**src/rtl/crc24_append_if.sv**
```systemverilog
// Serial bit-stream bus between the packet source, the CRC24 appender and the whitening stage.
interface crc24_append_if #(
  parameter int W = 24
);
  logic [W-1:0] crc_state_init_bit;
  logic         crc_state_init_bit_load;
  logic         data_in;
  logic         data_in_valid;
  logic         data_in_valid_last;
  logic         data_in_ready;
  logic         data_out;
  logic         data_out_valid;
  logic         data_out_valid_last;

  modport master (
    output crc_state_init_bit, crc_state_init_bit_load,
    output data_in, data_in_valid, data_in_valid_last,
    input  data_in_ready,
    input  data_out, data_out_valid, data_out_valid_last
  );

  modport slave (
    input  crc_state_init_bit, crc_state_init_bit_load,
    input  data_in, data_in_valid, data_in_valid_last,
    output data_in_ready,
    output data_out, data_out_valid, data_out_valid_last
  );
endinterface

```
**src/rtl/crc24_append.sv**
```systemverilog
// BLE TX: passes the serial packet through with one cycle of latency and appends CRC24 over the PDU.
module crc24_append #(
  parameter int CRC_STATE_BIT_WIDTH = 24,
  parameter int HEADER_BIT_LEN      = 40
) (
  input  logic         clk,
  input  logic         rst,
  crc24_append_if.slave bus
);
  localparam int CW = CRC_STATE_BIT_WIDTH;
  // x^24 + x^10 + x^9 + x^6 + x^4 + x^3 + x + 1; the x^24 term is the feedback itself
  localparam logic [CW-1:0] POLY = CW'(24'h00065B);

  typedef enum logic [1:0] {
    HEADER  = 2'd0,
    PDU     = 2'd1,
    CRC_OUT = 2'd2
  } state_t;

  state_t        state_q, state_d;
  logic [8:0]    data_in_count_q, data_in_count_d;
  logic [4:0]    crc_out_count_q, crc_out_count_d;
  logic [CW-1:0] lfsr_q, lfsr_d;
  logic          data_out_q, data_out_d;
  logic          data_out_valid_q, data_out_valid_d;
  logic          data_out_valid_last_q, data_out_valid_last_d;

  logic          accept;
  logic          fb;
  logic [CW-1:0] lfsr_step;
  logic [8:0]    count_inc;

  assign bus.data_in_ready       = (state_q != CRC_OUT);
  assign bus.data_out            = data_out_q;
  assign bus.data_out_valid      = data_out_valid_q;
  assign bus.data_out_valid_last = data_out_valid_last_q;

  assign accept    = bus.data_in_valid && (state_q != CRC_OUT);
  assign fb        = bus.data_in ^ lfsr_q[CW-1];
  assign lfsr_step = {lfsr_q[CW-2:0], 1'b0} ^ (fb ? POLY : '0);
  assign count_inc = data_in_count_q + 9'd1;

  always_comb begin
    state_d               = state_q;
    data_in_count_d       = data_in_count_q;
    crc_out_count_d       = crc_out_count_q;
    lfsr_d                = lfsr_q;
    data_out_d            = data_out_q;
    data_out_valid_d      = 1'b0;
    data_out_valid_last_d = 1'b0;

    unique case (state_q)
      HEADER: begin
        if (accept) begin
          data_out_d       = bus.data_in;
          data_out_valid_d = 1'b1;
          if (bus.data_in_valid_last) begin
            // aborted packet: flag passes through, nothing appended
            data_out_valid_last_d = 1'b1;
            data_in_count_d       = '0;
          end else begin
            data_in_count_d = count_inc;
            if (count_inc == 9'(HEADER_BIT_LEN)) state_d = PDU;
          end
        end
        if (bus.crc_state_init_bit_load) lfsr_d = bus.crc_state_init_bit;
      end

      PDU: begin
        if (accept) begin
          data_out_d       = bus.data_in;
          data_out_valid_d = 1'b1;
          data_in_count_d  = count_inc;
          lfsr_d           = lfsr_step;
          if (bus.data_in_valid_last) begin
            state_d         = CRC_OUT;
            crc_out_count_d = '0;
          end
        end
        if (bus.crc_state_init_bit_load) lfsr_d = bus.crc_state_init_bit;
      end

      CRC_OUT: begin
        data_out_d       = lfsr_q[CW-1];
        data_out_valid_d = 1'b1;
        lfsr_d           = {lfsr_q[CW-2:0], 1'b0};
        crc_out_count_d  = crc_out_count_q + 5'd1;
        if (crc_out_count_q == 5'(CW-1)) begin
          data_out_valid_last_d = 1'b1;
          data_in_count_d       = '0;
          crc_out_count_d       = '0;
          state_d               = HEADER;
        end
      end

      default: state_d = HEADER;
    endcase
  end

  always_ff @(posedge clk or posedge rst) begin
    if (rst) begin
      state_q               <= HEADER;
      data_in_count_q       <= '0;
      crc_out_count_q       <= '0;
      lfsr_q                <= '0;
      data_out_q            <= 1'b0;
      data_out_valid_q      <= 1'b0;
      data_out_valid_last_q <= 1'b0;
    end else begin
      state_q               <= state_d;
      data_in_count_q       <= data_in_count_d;
      crc_out_count_q       <= crc_out_count_d;
      lfsr_q                <= lfsr_d;
      data_out_q            <= data_out_d;
      data_out_valid_q      <= data_out_valid_d;
      data_out_valid_last_q <= data_out_valid_last_d;
    end
  end
endmodule

```
**src/flat_wrapper.sv**
```systemverilog
// flat-port wrapper written by rule: the top's interface ports become plain ports
module crc24_append_flat 
#(
  parameter int CRC_STATE_BIT_WIDTH = 24,
  parameter int HEADER_BIT_LEN      = 40
)
  (clk, rst, bus_crc_state_init_bit, bus_crc_state_init_bit_load, bus_data_in, bus_data_in_valid, bus_data_in_valid_last, bus_data_in_ready, bus_data_out, bus_data_out_valid, bus_data_out_valid_last);
  crc24_append_if #(.W(24)) bus_i ();
  input  logic clk;
  input  logic rst;
  input wire logic [$bits(bus_i.crc_state_init_bit)-1:0] bus_crc_state_init_bit;
  input wire logic [$bits(bus_i.crc_state_init_bit_load)-1:0] bus_crc_state_init_bit_load;
  input wire logic [$bits(bus_i.data_in)-1:0] bus_data_in;
  input wire logic [$bits(bus_i.data_in_valid)-1:0] bus_data_in_valid;
  input wire logic [$bits(bus_i.data_in_valid_last)-1:0] bus_data_in_valid_last;
  output wire logic [$bits(bus_i.data_in_ready)-1:0] bus_data_in_ready;
  output wire logic [$bits(bus_i.data_out)-1:0] bus_data_out;
  output wire logic [$bits(bus_i.data_out_valid)-1:0] bus_data_out_valid;
  output wire logic [$bits(bus_i.data_out_valid_last)-1:0] bus_data_out_valid_last;
  assign bus_i.crc_state_init_bit = bus_crc_state_init_bit;
  assign bus_i.crc_state_init_bit_load = bus_crc_state_init_bit_load;
  assign bus_i.data_in = bus_data_in;
  assign bus_i.data_in_valid = bus_data_in_valid;
  assign bus_i.data_in_valid_last = bus_data_in_valid_last;
  assign bus_data_in_ready = bus_i.data_in_ready;
  assign bus_data_out = bus_i.data_out;
  assign bus_data_out_valid = bus_i.data_out_valid;
  assign bus_data_out_valid_last = bus_i.data_out_valid_last;
  crc24_append #(.CRC_STATE_BIT_WIDTH(CRC_STATE_BIT_WIDTH), .HEADER_BIT_LEN(HEADER_BIT_LEN)) u_core (.clk(clk), .rst(rst), .bus(bus_i));
endmodule
```
**config.mk**
```make
export PLATFORM = sky130hd
export DESIGN_NAME = crc24_append_flat
export DESIGN_NICKNAME = d
export VERILOG_FILES = /design/src/rtl/crc24_append_if.sv /design/src/rtl/crc24_append.sv /design/src/flat_wrapper.sv
export SDC_FILE = /design/constraint.sdc
export NUM_CORES = 1
export LEC_CHECK = 0
export BUFFER_PORTS_ARGS = -buffer_cell sky130_fd_sc_hd__buf_4
export CAP_MARGIN = 20
export CORE_MARGIN = 3
export CORE_UTILIZATION = 45
export DETAILED_ROUTE_END_ITERATION = 7
export PLACE_DENSITY = 0.65
export SYNTH_ARGS = -nofsm -noshare
export SYNTH_HDL_FRONTEND = slang
export SYNTH_SLANG_ARGS = --single-unit
```
**constraint.sdc**
```tcl
create_clock -name clk -period 2.3 [get_ports clk]
set_input_delay 0.345 -clock clk [delete_from_list [all_inputs] [get_ports clk]]
set_output_delay 0.345 -clock clk [all_outputs]
set_load 0.01 [all_outputs]
```
**Yosys cells after proc, flatten, opt, wreduce, memory -nomap -nowiden**

Index checks and enable logic that the tools add are counted.

- Flip-flop bits (word level): 43

- $add $sub $neg: 2
- Equal/unequal tests: 14
- Multiplexer cells: 29
- Bitwise operators: 2
- Reduce and logical (&&, ||, !) cells: 11

Operators by type and width:

| kind | number |
|---|---|
| two-way mux 24 bit | 3 |
| case mux 24 bit (3 select lines) | 1 |
| two-way mux 9 bit | 4 |
| case mux 9 bit (3 select lines) | 1 |
| bitwise XOR 24 bit | 1 |
| two-way mux 5 bit | 3 |
| two-way mux 2 bit | 6 |
| two-way mux 11 bit | 1 |
| != test 2 x 1 -> 1 bit (second input constant) | 5 |
| case mux 5 bit (2 select lines) | 1 |
| adder 9 x 1 -> 9 bit (second input constant) | 1 |
| equality test 9 x 6 -> 1 bit (second input constant) | 1 |
| != test 2 bit (second input constant) | 4 |
| case mux 1 bit (2 select lines) | 3 |
| case mux 2 bit (3 select lines) | 1 |
| AND reduction 3 bit | 2 |
| AND reduction 6 bit | 1 |
| adder 5 x 1 -> 5 bit (second input constant) | 1 |
| equality test 5 bit (second input constant) | 1 |
| two-way mux 1 bit | 5 |
| AND reduction 4 bit | 1 |
| nonzero test 2 bit | 2 |
| != test 3 x 2 -> 1 bit (second input constant) | 1 |
| nonzero test 3 bit | 1 |
| other kinds (7) | 7 |

**Longest topological paths before layout**

Gate-level depths: netlist of the first run.

- Depth in word-level cells: 6
- Gate-level depth with buffers: 10
- Depth with buffers taken out: 7

**Worst setup path before layout of the first run**

Ideal clock, no wire load.

- Path kind: register -> register
- From: register u_core.state_q[1]
- To: register u_core.lfsr_q[16]
- Library setup time: 0.135 ns
- Arrival: 1.685 ns
- Required time: 2.165 ns
- Slack: 0.480 ns
- Cell stages (with the launch flop): 8
- Period minus slack after synthesis: 1.820 ns
- Cells stage by stage: dfrtp_1 -> inv_1 -> ha_1 -> clkbuf_1 -> nand2_1 -> clkbuf_1 -> a22oi_1 -> o21ai_0

- Longest elaborated chain between the ends: 4
- Elaborated cells between the ends (all ways): 10
- Classes of those cells: eq/ne: 5; mux: 1; reduce/logical: 4

RTL lines:

| element | RTL line | RTL |
|---|---|---|
| start: declaration | crc24_append.sv:20 | `state_t state_q, state_d;` |
| start signal: assignment | crc24_append.sv:110 | `state_q <= state_d;` |
| != test 2 bit | crc24_append.sv:38 | `assign accept = bus.data_in_valid && (state_q != CRC_OUT);` |
| logical AND 1 bit | crc24_append.sv:38 |  |
| != test 3 x 2 -> 1 bit (no line) | n/a |  |
| AND reduction 3 bit (no line) | n/a |  |
| end signal: assignment | crc24_append.sv:113 | `lfsr_q <= lfsr_d;` |
| end: declaration | crc24_append.sv:23 | `logic [CW-1:0] lfsr_q, lfsr_d;` |

Several ways; a longest one is shown, not always the timed one.
A chain may end at the register's enable or synchronous reset.

**Final worst setup path of the first run**

- From: register u_core.state_q[0]
- To: register u_core.data_in_count_q[8]

- Longest elaborated chain between the ends: 4
- Elaborated cells between the ends (all ways): 11
- Classes of those cells: eq/ne: 6; mux: 1; reduce/logical: 4

RTL lines:

| element | RTL line | RTL |
|---|---|---|
| != test 2 bit | crc24_append.sv:38 |  |
| logical AND 1 bit | crc24_append.sv:38 |  |
| != test 2 x 1 -> 1 bit (no line) | n/a |  |
| AND reduction 4 bit (no line) | n/a |  |
| end signal: assignment | crc24_append.sv:111 | `data_in_count_q <= data_in_count_d;` |
| end: declaration | crc24_append.sv:21 | `logic [8:0] data_in_count_q, data_in_count_d;` |

Several ways; a longest one is shown, not always the timed one.

==> results of run 1 <==
[how the worst max path moves through the flow]
stage | cells past startpoint | end | slack (ps) | from
floorplan | 7 | u_core.lfsr_q[16]$_DFFE_PP0P_ | 480 | u_core.state_q[1]$_DFFE_PP0P_
global placement | 7 | u_core.state_q[0]$_DFFE_PP0P_ | 300 | u_core.state_q[0]$_DFFE_PP0P_
detailed placement | 7 | u_core.state_q[0]$_DFFE_PP0P_ | 290 | u_core.state_q[0]$_DFFE_PP0P_
CTS | 7 | u_core.state_q[0]$_DFFE_PP0P_ | 270 | u_core.state_q[0]$_DFFE_PP0P_
global route | 7 | u_core.crc_out_count_q[4]$_DFFE_PP0P_ | 100 | u_core.state_q[0]$_DFFE_PP0P_
finish | 7 | u_core.data_in_count_q[8]$_DFFE_PP0P_ | 280 | u_core.state_q[0]$_DFFE_PP0P_
[registers in the layout (all words and copies together), names as in the netlist]
name                            count
u_core.bus.data_out                 1
u_core.crc_out_count_q              5
u_core.bus.data_out_valid           1
u_core.bus.data_out_valid_last      1
u_core.state_q                      2
u_core.lfsr_q                      24
u_core.data_in_count_q              9
[layout make-up]
cell class / instances / area, um^2
repair buffers: 40 / 313
flip-flops and latches: 43 / 1080
clock buffers: 5 / 68.8
clock inverters: 3 / 20.0
fillers: 433 / 2130
multi-input cells: 181 / 1130
inverters: 7 / 26.3
well taps: 67 / 83.8
[logic make-up (layout without fill, tap and decap cells)]
logic type / after synthesis / in the layout / share of synthesized area
AO/OA/AOI/OAI: 87 / 87 / 0.247
XOR/XNOR: 2 / 2 / 0.00758
adder cells (fa/ha/maj): 6 / 6 / 0.0325
buffers and inverters: 23 / 55 / 0.0487
flip-flops: 43 / 43 / 0.466
multiplexers: 10 / 10 / 0.0439
AND/OR/NAND/NOR: 76 / 76 / 0.155
[metal layers]
layer | up-vias | share of wire
met5 | - | 0
li1 | 961 | -
met2 | 34 | 0.46
met4 | 0 | 0.0066
met3 | 3 | 0.038
met1 | 905 | 0.49
[synth_stat cells (2+ instances only)]
| cell | count |
|---|---|
| clkbuf_1 | 6 |
| ha_1 | 6 |
| a31oi_1 | 2 |
| inv_1 | 7 |
| nand3_1 | 8 |
| nand2_1 | 34 |
| buf_4 | 3 |
| nor2_1 | 13 |
| o21a_1 | 2 |
| nor2b_1 | 2 |
| a22oi_1 | 24 |
| nor4_1 | 2 |
| nor3_1 | 3 |
| nand3b_1 | 2 |
| o41ai_1 | 3 |
| mux2i_1 | 9 |
| o31ai_1 | 5 |
| dfrtp_1 | 43 |
| o21ai_0 | 37 |
| nand2b_1 | 4 |
| a21oi_1 | 5 |
| buf_2 | 5 |
[worst min-delay path: stages]
cell and delay, ps:
buf_4 100, inv_1 40, buf_4 450
[cells in the final DEF (no fill, tap or decap), types with 2 or more instances in the layout]
| cell | count |
|---|---|
| nor2b_1 | 2 |
| clkinvlp_4 | 2 |
| clkbuf_8 | 5 |
| buf_4 | 39 |
| ha_1 | 6 |
| nor4_1 | 2 |
| o31ai_1 | 5 |
| nand3b_1 | 2 |
| o41ai_1 | 3 |
| nor3_1 | 3 |
| nand2b_1 | 4 |
| a31oi_1 | 2 |
| nor2_1 | 13 |
| nand2_1 | 34 |
| a21oi_1 | 5 |
| dfrtp_1 | 43 |
| mux2i_1 | 9 |
| o21a_1 | 2 |
| o21ai_0 | 37 |
| a22oi_1 | 24 |
| nand3_1 | 8 |
| inv_1 | 7 |
[metrics by stage]
stage	instance area (um^2)	hold slack, ps	worst slack, ps	cells
detailed placement	2630	471	289	338
floorplan	2310	450	480	247
finish	2720	170	277	346
CTS	2720	195	268	346
global placement	2630	462	305	338
global route	2720	231	103	346
[power by group]
group	leakage [nW]	switching, W	internal, W
sequential	0.549	0.0000321	0.000802
combinational	0.598	0.0000781	0.0000837
clock	0.0402	0.000276	0.000212
==> impl_results.md, run 1 <==
* DR DRC count at 0
* Die width at 77.7 um
* # nets final at 314
* Gr ovfl total at 0
* N_diodes at 0
* Leak at around 1.2 nW
* R2r setup slk at between 200 and 300 ps
* Slew Limit Fails at 0
* Post-synth top area cell: dfrtp_1
* F_max at 0.494 GHz
* #FFs+latches synth at 43
* Number of core rows at 25
* Clock skew at 12.5 ps
* Post-CTS Resized at 0
* DIE HEIGHT at approximately 78 um
* Crit path DAT at roughly 2200 ps
* Number of synthesized flops with an enable pin at 0
* CTS Sinks at 43
* Max_cap viols at 0
* Largest net degree at the start of global routing at between 40 and 50
* IO Port Bufs at 33
* Clk Tree Root Cell: clkbuf_8
* Crit path max fanout at 9
* Syn_area_per_cell at between 9 and 10 um^2
* Final Cycle Share at 0.879
* GR peak layer: met2
* GR Util met1 at 0.235
* GPL Wtd Cong at between 0.7 and 0.8
* Hold violation count in the final report at 0
* CP cell instances: inv_1, ha_1, nand2b_4, o21ai_0, nand3b_1, or2_1, o41ai_2
* First-pass GRT wire length at about 8.2 mm
* HPWL after detailed placement at 3.19 mm
* Status: complete, no violations
* Sequential element share of the synthesized area at 0.466
* Vias in the first global route at between 1500 and 2000
* GRT Total Usage at 0.166
* IO Pins at 34
* Delay-heaviest family, CP: simple AND/OR/NAND/NOR gates
* Routed WL per cell at about 14 um
* Initial Util at 0.477
* Syn Nets at between 200 and 300
* Cells after Synth at approximately 250
* Fin util at 0.560
* Hold_buf cts at 0
* Worst Path Class, Setup: flip-flop to flip-flop
* Synth top area share at 0.466
* Routed wire length at around 4.7 mm
* Setup TNS Final at 0 ps
* Reg-to-reg endpoint: u_core.data_in_count_q[8]$_DFFE_PP0P_
* Top FF cell, synth: dfrtp_1
* Peak VDD IR at approximately 400 uV
* Detail Route Antenna Nets at 0
* DR vias/cell at ~5.5
* Post-Syn Area at around 2300 um^2
* Clk pin slew, worst setup/hold paths at about 90 ps
* Num CTS Buffers at 5
* YS warnings at 0
* Clk buf depth at 2
* Final setup vio count at 0
* Share of cells above drive strength 1 at 0.194
* Crit path largest cell delay at 430 ps
* Critical Path Source Type: flip-flop
* R2R Path Start: u_core.state_q[0]$_DFFE_PP0P_
* Layout area overhead at 17.5%
* Worst skew pair latency at roughly 300 ps
* Worst-margin pin slew at around 550 ps
* R2R depth at 7
* Fin crit period at about 2000 ps
* RSZ-0062 raised after global routing: no
* Met2 Usage GRT at 0.254
* Die area at slightly above 6000 um^2
* Initial DRC Count at around 110
* HP Class: input port to async pin
* Antenna violations before repair at 0
* Ys async rst share at 1.00
* Rel. slew slack at 0.636
* Setup bufs post-CTS at 0
* Met3 usage at 0.0302
* Vias at 1903
* Design Power at around 0.0015 W
* Core area at 4850 um^2
* H-tree levels at 2
* Worst Setup End Kind: flip-flop
* Crit path max-delay cell type: dfrtp_1
* P per Cell Area at 546 nW/um^2
* Pre-antenna DRT Iters at 5
* CTS tree: done
* CP Data Required Time at around 2500 ps
* Yosys cell types at 44
* Worst path buffer plus inverter count at 1
* Dominant cells by area after synthesis: dfrtp_1 (47%), o21ai_0 (8.0%), a22oi_1 (7.8%)
(Power assumes the default switching activity.)
==> inputs of run 2 (changes only) <==
--- a/config.mk
+++ b/config.mk
@@ -10,7 +10,7 @@
 export CORE_MARGIN = 3
 export CORE_UTILIZATION = 45
 export DETAILED_ROUTE_END_ITERATION = 7
-export PLACE_DENSITY = 0.65
+export PLACE_DENSITY = 0.68
 export SYNTH_ARGS = -nofsm -noshare
 export SYNTH_HDL_FRONTEND = slang
 export SYNTH_SLANG_ARGS = --single-unit
==> constraint.sdc (replaced) <==
create_clock -name clk -period 1.8 [get_ports clk]
set_input_delay 0.27 -clock clk [delete_from_list [all_inputs] [get_ports clk]]
set_output_delay 0.27 -clock clk [all_outputs]
set_load 0.01 [all_outputs]
==> impl_results.md, run 2 (synthesis gave the netlist of run 1 again) <==
* Clk buf depth at 2 (unchanged)
* Worst-margin pin slew at 565 ps (+19.3 ps)
* GRT Total Usage at 0.170 (+0.00445)
* H-tree levels at 2 (unchanged)
* R2R Path Start: u_core.state_q[1]$_DFFE_PP0P_
* IO Port Bufs at 33 (unchanged)
* First-pass GRT wire length at 8.30 mm (+1.2%)
* Hold violation count in the final report at 0 (unchanged)
* Commonest non-fill, non-tap cell in the layout: buf_4
* Pre-CTS WS at -60.7 ps (-350 ps)
* Clk Tree Root Cell: clkbuf_8
* Worst Path Class, Setup: flip-flop to primary output
* Initial DRC Count at 113 (+7.6%)
* R2R depth at 7 (unchanged)
* Core area at 4850 um^2 (unchanged)
* Leak at 1.33 nW (+12%)
* F_max at around 0.57 GHz
* R2r setup slk at 60 ps (-220 ps)
* Gr ovfl total at 0 (unchanged)
* Most frequent cells in the layout: buf_4 (50), dfrtp_1 (41), nand2_1 (34), o21ai_0 (34), a22oi_1 (24)
* Num CTS Buffers at 5 (unchanged)
* Regs by FF count: u_core.lfsr_q: 24 flops, u_core.data_in_count_q: 9 flops, u_core.crc_out_count_q: 5 flops
* Clock skew at 5.25 ps (-7.27 ps)
* Clk pin slew, worst setup/hold paths at 90 ps (about the same)
* N_diodes at 0 (unchanged)
* DR vias/cell at 5.51 (+0.13%)
* Number of core rows at 25 (unchanged)
* Largest net degree at the start of global routing at 49 (unchanged)
* # nets final at 329 (+4.8%)
* Critical Path Source Type: flip-flop
* Worst skew pair latency at 290 ps (about the same)
* Detail Route Antenna Nets at 0 (unchanged)
* Die area at 6030 um^2 (unchanged)
* CTS tree: done
* Fin crit period at roughly 1700 ps
* Slew Limit Fails at 0 (unchanged)
* GPL Wtd Cong at 0.858 (+16%)
* Crit path DAT at 1470 ps (-740 ps)
* HPWL after detailed placement at 3.36 mm (+5.2%)
* Setup ws final at 59.7 ps (-217 ps)
* Routed WL per cell at 13.9 um (+2.9%)
* CP Data Required Time at 1530 ps (-960 ps)
* Crit path max fanout at 4 (-5)
* Antenna violations before repair at 0 (unchanged)
* Largest Register: u_core.lfsr_q
* Final setup vio count at 0 (unchanged)
* Rel. slew slack at 0.623 (-0.0129)
* HP Class: input port to async pin
* Design Power at 0.00218 W (+47%)
* IO Pins at 34 (unchanged)
* DR DRC count at 0 (unchanged)
* Max_cap viols at 0 (unchanged)
* Number of flip-flops in the largest register at 24 (unchanged)
* Vias in the first global route at 1876 (+3.4%)
* P per Cell Area at 717 nW/um^2 (+31%)
* Pre-antenna DRT Iters at 4 (-1)
* Worst Setup End Kind: primary output
* DIE HEIGHT at 77.7 um (unchanged)
* Vias at 1988 (+4.5%)
* Fill count at 415 (-4.2%)
* Layout area overhead at 31.4%
* Initial Util at 0.477 (unchanged)
* Die width at 77.7 um (unchanged)
* Routed wire length at 5.03 mm (+7.4%)
* Status: complete, no violations
* Reg-to-reg endpoint: u_core.data_in_count_q[8]$_DFFE_PP0P_
* CTS Sinks at 43 (unchanged)
* Final Cycle Share at 0.967
* Share of cells above drive strength 1 at 0.299 (+0.106)
* Peak VDD IR at 584 uV (+43%)
[run 2: cell type report]
class                   instances  area, um^2  share of cell area
multi-input cells             181        1250               0.412
flip-flops and latches         43        1080               0.355
repair buffers                 55         458               0.151
well taps                      67        83.8              0.0276
clock buffers                   5        68.8              0.0227
clock inverters                 3        67.6              0.0222
inverters                       7        28.8             0.00948
[run 2: layer usage]
metal | global-route usage | wire, um | vias to the layer above | part of all wire
met5 | 0 | 0 | - | 0
met1 | 0.234 | 2320 | 969 | 0.46
met2 | 0.268 | 2490 | 29 | 0.49
li1 | - | - | 986 | -
met3 | 0.0406 | 188 | 4 | 0.037
met4 | 0.0480 | 31 | 0 | 0.0062
[run 2: worst max-delay path by stage]
stage,from,endpoint,slack (ps)
after floorplan,u_core.state_q[0]$_DFFE_PP0P_,u_core.data_in_count_q[8]$_DFFE_PP0P_,2
after global placement,u_core.state_q[1]$_DFFE_PP0P_,u_core.lfsr_q[10]$_DFFE_PP0P_,2
after detailed placement,u_core.state_q[1]$_DFFE_PP0P_,u_core.lfsr_q[10]$_DFFE_PP0P_,-60
after CTS,u_core.state_q[1]$_DFFE_PP0P_,u_core.state_q[0]$_DFFE_PP0P_,3
after global routing,u_core.state_q[1]$_DFFE_PP0P_,u_core.lfsr_q[11]$_DFFE_PP0P_,-50
final,u_core.state_q[0]$_DFFE_PP0P_,bus_data_in_ready,60
[run 2: worst max-delay path, cell delays in order (launching register included)]
cell	delay, ps
dfrtp_2	470
inv_4	100
ha_4	150
buf_4	130
inv_1	60
buf_4	140
buf_4	140
[run 2: power breakdown]
part           internal, W  switching (W)  total (W)
Clock             0.000553       0.000335   0.000888
Combinational     0.000115       0.000110   0.000225
Sequential         0.00102      0.0000381    0.00106
[run 2: what timing repair did]
action                     in CTS  in global routing
setup endpoints to repair      15                 39
gates cloned                    0                  0
buffers inserted                0                  1
pin swaps                       0                  6
hold buffers                    0                  0
resized for setup               5                 27
[run 2: per-stage QoR]
stage / cells / hold slack (ps) / TNS, ps / utilization / instance area (um^2)
2_1_floorplan: 247 / 424 / 0 / - / 2310
4_1_cts: 360 / 137 / 0 / 0.601 / 2910
5_1_grt: 361 / 164 / -191 / 0.626 / 3040
3_5_place_dp: 352 / 457 / -297 / 0.569 / 2760
3_3_place_gp: 352 / 453 / 0 / 0.569 / 2760
6_report: 361 / 105 / 0 / 0.626 / 3040
==> inputs of run 3 (changes only) <==
--- a/config.mk
+++ b/config.mk
@@ -5,7 +5,7 @@
 export SDC_FILE = /design/constraint.sdc
 export NUM_CORES = 1
 export LEC_CHECK = 0
-export BUFFER_PORTS_ARGS = -buffer_cell sky130_fd_sc_hd__buf_4
+export BUFFER_PORTS_ARGS = -buffer_cell sky130_fd_sc_hd__buf_2
 export CAP_MARGIN = 20
 export CORE_MARGIN = 3
 export CORE_UTILIZATION = 45
==> impl_results.md, run 3 (synthesis gave the netlist of run 1 again) <==
* Status: complete, no violations
* Fill count at 434 (+4.6%)
* Die area at 6030 um^2 (unchanged)
* R2R depth at 6 (-1)
* Initial DRC Count at 137 (+21%)
* Clock skew at 5.49 ps (+0.241 ps)
* F_max at 0.586 GHz (+2.0%)
* N_diodes at 0 (unchanged)
* Layout area overhead at 24.9%
* Num CTS Buffers at 5 (unchanged)
* Clk buf depth at 2 (unchanged)
* Final setup vio count at 0 (unchanged)
* CP Data Required Time at 2010 ps (+480 ps)
* Worst path buffer plus inverter count at 1 (-4)
* DR DRC count at 0 (unchanged)
* Largest net degree at the start of global routing at 49 (unchanged)
* CTS Sinks at 43 (unchanged)
* Register area at 1080 um^2 (-0.12%)
* Worst Path Class, Setup: flip-flop to flip-flop
* Number of flip-flops in the largest register at 24 (unchanged)
* Core area at 4850 um^2 (unchanged)
* Share of cells above drive strength 1 at 0.296 (-0.00340)
* Crit path largest cell delay at 410 ps (-60 ps)
* Critical Path Source Type: flip-flop
* Clk Tree Root Cell: clkbuf_8
* GRT Total Usage at 0.176 (+0.00523)
* Post-Layout Cell Count at 361 (unchanged)
* DR vias/cell at 5.52 (+0.20%)
* Crit path max fanout at 10 (+6)
* Vias in the first global route at 1906 (+1.6%)
* CTS tree: done
* Routed wire length at 5.27 mm (+4.7%)
* Worst-margin pin slew at 561 ps (-4.23 ps)
* Crit path DAT at 1920 ps (+450 ps)
* IO Pins at 34 (unchanged)
* HP Class: input port to async pin
* Rel. slew slack at 0.626 (+0.00282)
* Worst skew pair latency at 310 ps (+20 ps)
* Hold violation count in the final report at 0 (unchanged)
* DIE HEIGHT at 77.7 um (unchanged)
* Final instance area at 2890 um^2 (-4.9%)
* Pre-antenna DRT Iters at 4 (unchanged)
* Die width at 77.7 um (unchanged)
* Hold_buf cts at 0 (unchanged)
* Delay-heaviest family, CP: compound AO/OA/AOI/OAI gates
* Gr ovfl total at 0 (unchanged)
* Placed cell count at 350 (-0.57%)
* Largest Register: u_core.lfsr_q
* First-pass GRT wire length at 8.47 mm (+2.1%)
* Routed WL per cell at 14.6 um (+4.7%)
* Number of core rows at 25 (unchanged)
* HPWL after detailed placement at 3.42 mm (+2.0%)
* Slew Limit Fails at 0 (unchanged)
* Clk pin slew, worst setup/hold paths at 90 ps (about the same)
* Fin crit period at 1710 ps (-34.5 ps)
* H-tree levels at 2 (unchanged)
* Antenna violations before repair at 0 (unchanged)
* Worst Setup End Kind: flip-flop
* Final Cycle Share at 0.948 (-0.0192)
* Placed instance area at 2660 um^2 (-3.5%)
* R2r setup slk at 90 ps (+30 ps)
* Regs by FF count: u_core.lfsr_q: 24 flops, u_core.data_in_count_q: 9 flops, u_core.crc_out_count_q: 5 flops
* Crit path max-delay cell type: dfrtp_1
* R2R Path Start: u_core.state_q[0]$_DFFE_PP0P_
* IO Port Bufs at 33 (unchanged)
* Peak VDD IR at 420 uV (-28%)
* Most frequent cells in the layout: dfrtp_1 (42), nand2_1 (34), o21ai_0 (34)
* P per Cell Area at 665 nW/um^2 (-7.2%)
* GPL Wtd Cong at 0.789 (-8.0%)
* # nets final at 329 (unchanged)
* Detail Route Antenna Nets at 0 (unchanged)
* Leak at 1.26 nW (-5.2%)
* Reg-to-reg endpoint: u_core.data_in_count_q[8]$_DFFE_PP0P_
* Commonest non-fill, non-tap cell in the layout: dfrtp_1
* CP cell instances: buf_6, ha_4, o21ai_2, nand3b_1, or2_4, o41ai_2
* Multi-input logic area at 1230 um^2 (-1.6%)
* Initial Util at 0.477 (unchanged)
* Vias at 1992 (+0.20%)
* Max_cap viols at 0 (unchanged)
* Design Power at 0.00192 W (-12%)
## run 3: cell type report
| cell class | count | area share |
|---|---|---|
| sequential | 43 | 0.373 |
| tap | 67 | 0.0290 |
| inverter | 7 | 0.00910 |
| multi-input combinational | 181 | 0.427 |
| clock inverter | 3 | 0.00824 |
| clock buffer | 5 | 0.0238 |
| timing repair buffer | 55 | 0.130 |
## run 3: worst max-delay path by stage
stage / startpoint / end / slack [ps] / cells after the start
6_report: u_core.state_q[0]$_DFFE_PP0P_ / u_core.data_in_count_q[8]$_DFFE_PP0P_ / 90 / 6
2_1_floorplan: u_core.state_q[0]$_DFFE_PP0P_ / u_core.data_in_count_q[8]$_DFFE_PP0P_ / 2 / 9
5_1_grt: u_core.data_in_count_q[0]$_DFFE_PP0P_ / u_core.state_q[1]$_DFFE_PP0P_ / -2 / 6
3_3_place_gp: u_core.state_q[0]$_DFFE_PP0P_ / u_core.data_in_count_q[7]$_DFFE_PP0P_ / 8 / 7
3_5_place_dp: u_core.state_q[1]$_DFFE_PP0P_ / u_core.data_in_count_q[7]$_DFFE_PP0P_ / -60 / 6
4_1_cts: u_core.state_q[0]$_DFFE_PP0P_ / u_core.crc_out_count_q[3]$_DFFE_PP0P_ / 10 / 6
## run 3: worst register-to-register path, cell delays in order (launching register included)
cell,delay (ps)
dfrtp_1,410
buf_6,140
ha_4,200
o21ai_2,150
nand3b_1,120
or2_4,300
o41ai_2,300
## run 3: timing repair
action                     CTS  global route
resized for setup            6            23
gates cloned                 0             0
setup endpoints to repair   13            38
setup buffers                0             4
pin swaps                    0             6
## run 3: metal layers
metal,track usage,routed length (um),vias to the layer above
met5,0,0,-
met4,0.0605,71,0
met3,0.0394,166,5
met2,0.299,2610,34
met1,0.218,2420,967
li1,-,-,986
## run 3: through the flow
stage / setup slack, ps / setup TNS (ps) / hold WS [ps] / utilization
after floorplan: 2.15 / 0 / 424 / -
after global placement: 7.80 / 0 / 433 / 0.549
after detailed placement: -64.9 / -446 / 436 / 0.549
after CTS: 12.6 / 0 / 92.9 / 0.572
after global routing: -2.25 / -3.52 / 126 / 0.595
final: 94.2 / 0 / 75.3 / 0.595
## run 3: power by group
part / leakage [nW] / internal (W) / switching (W)
clock: 0.0408 / 0.000278 / 0.000376
combinational: 0.668 / 0.0000930 / 0.000109
sequential: 0.548 / 0.00102 / 0.0000393
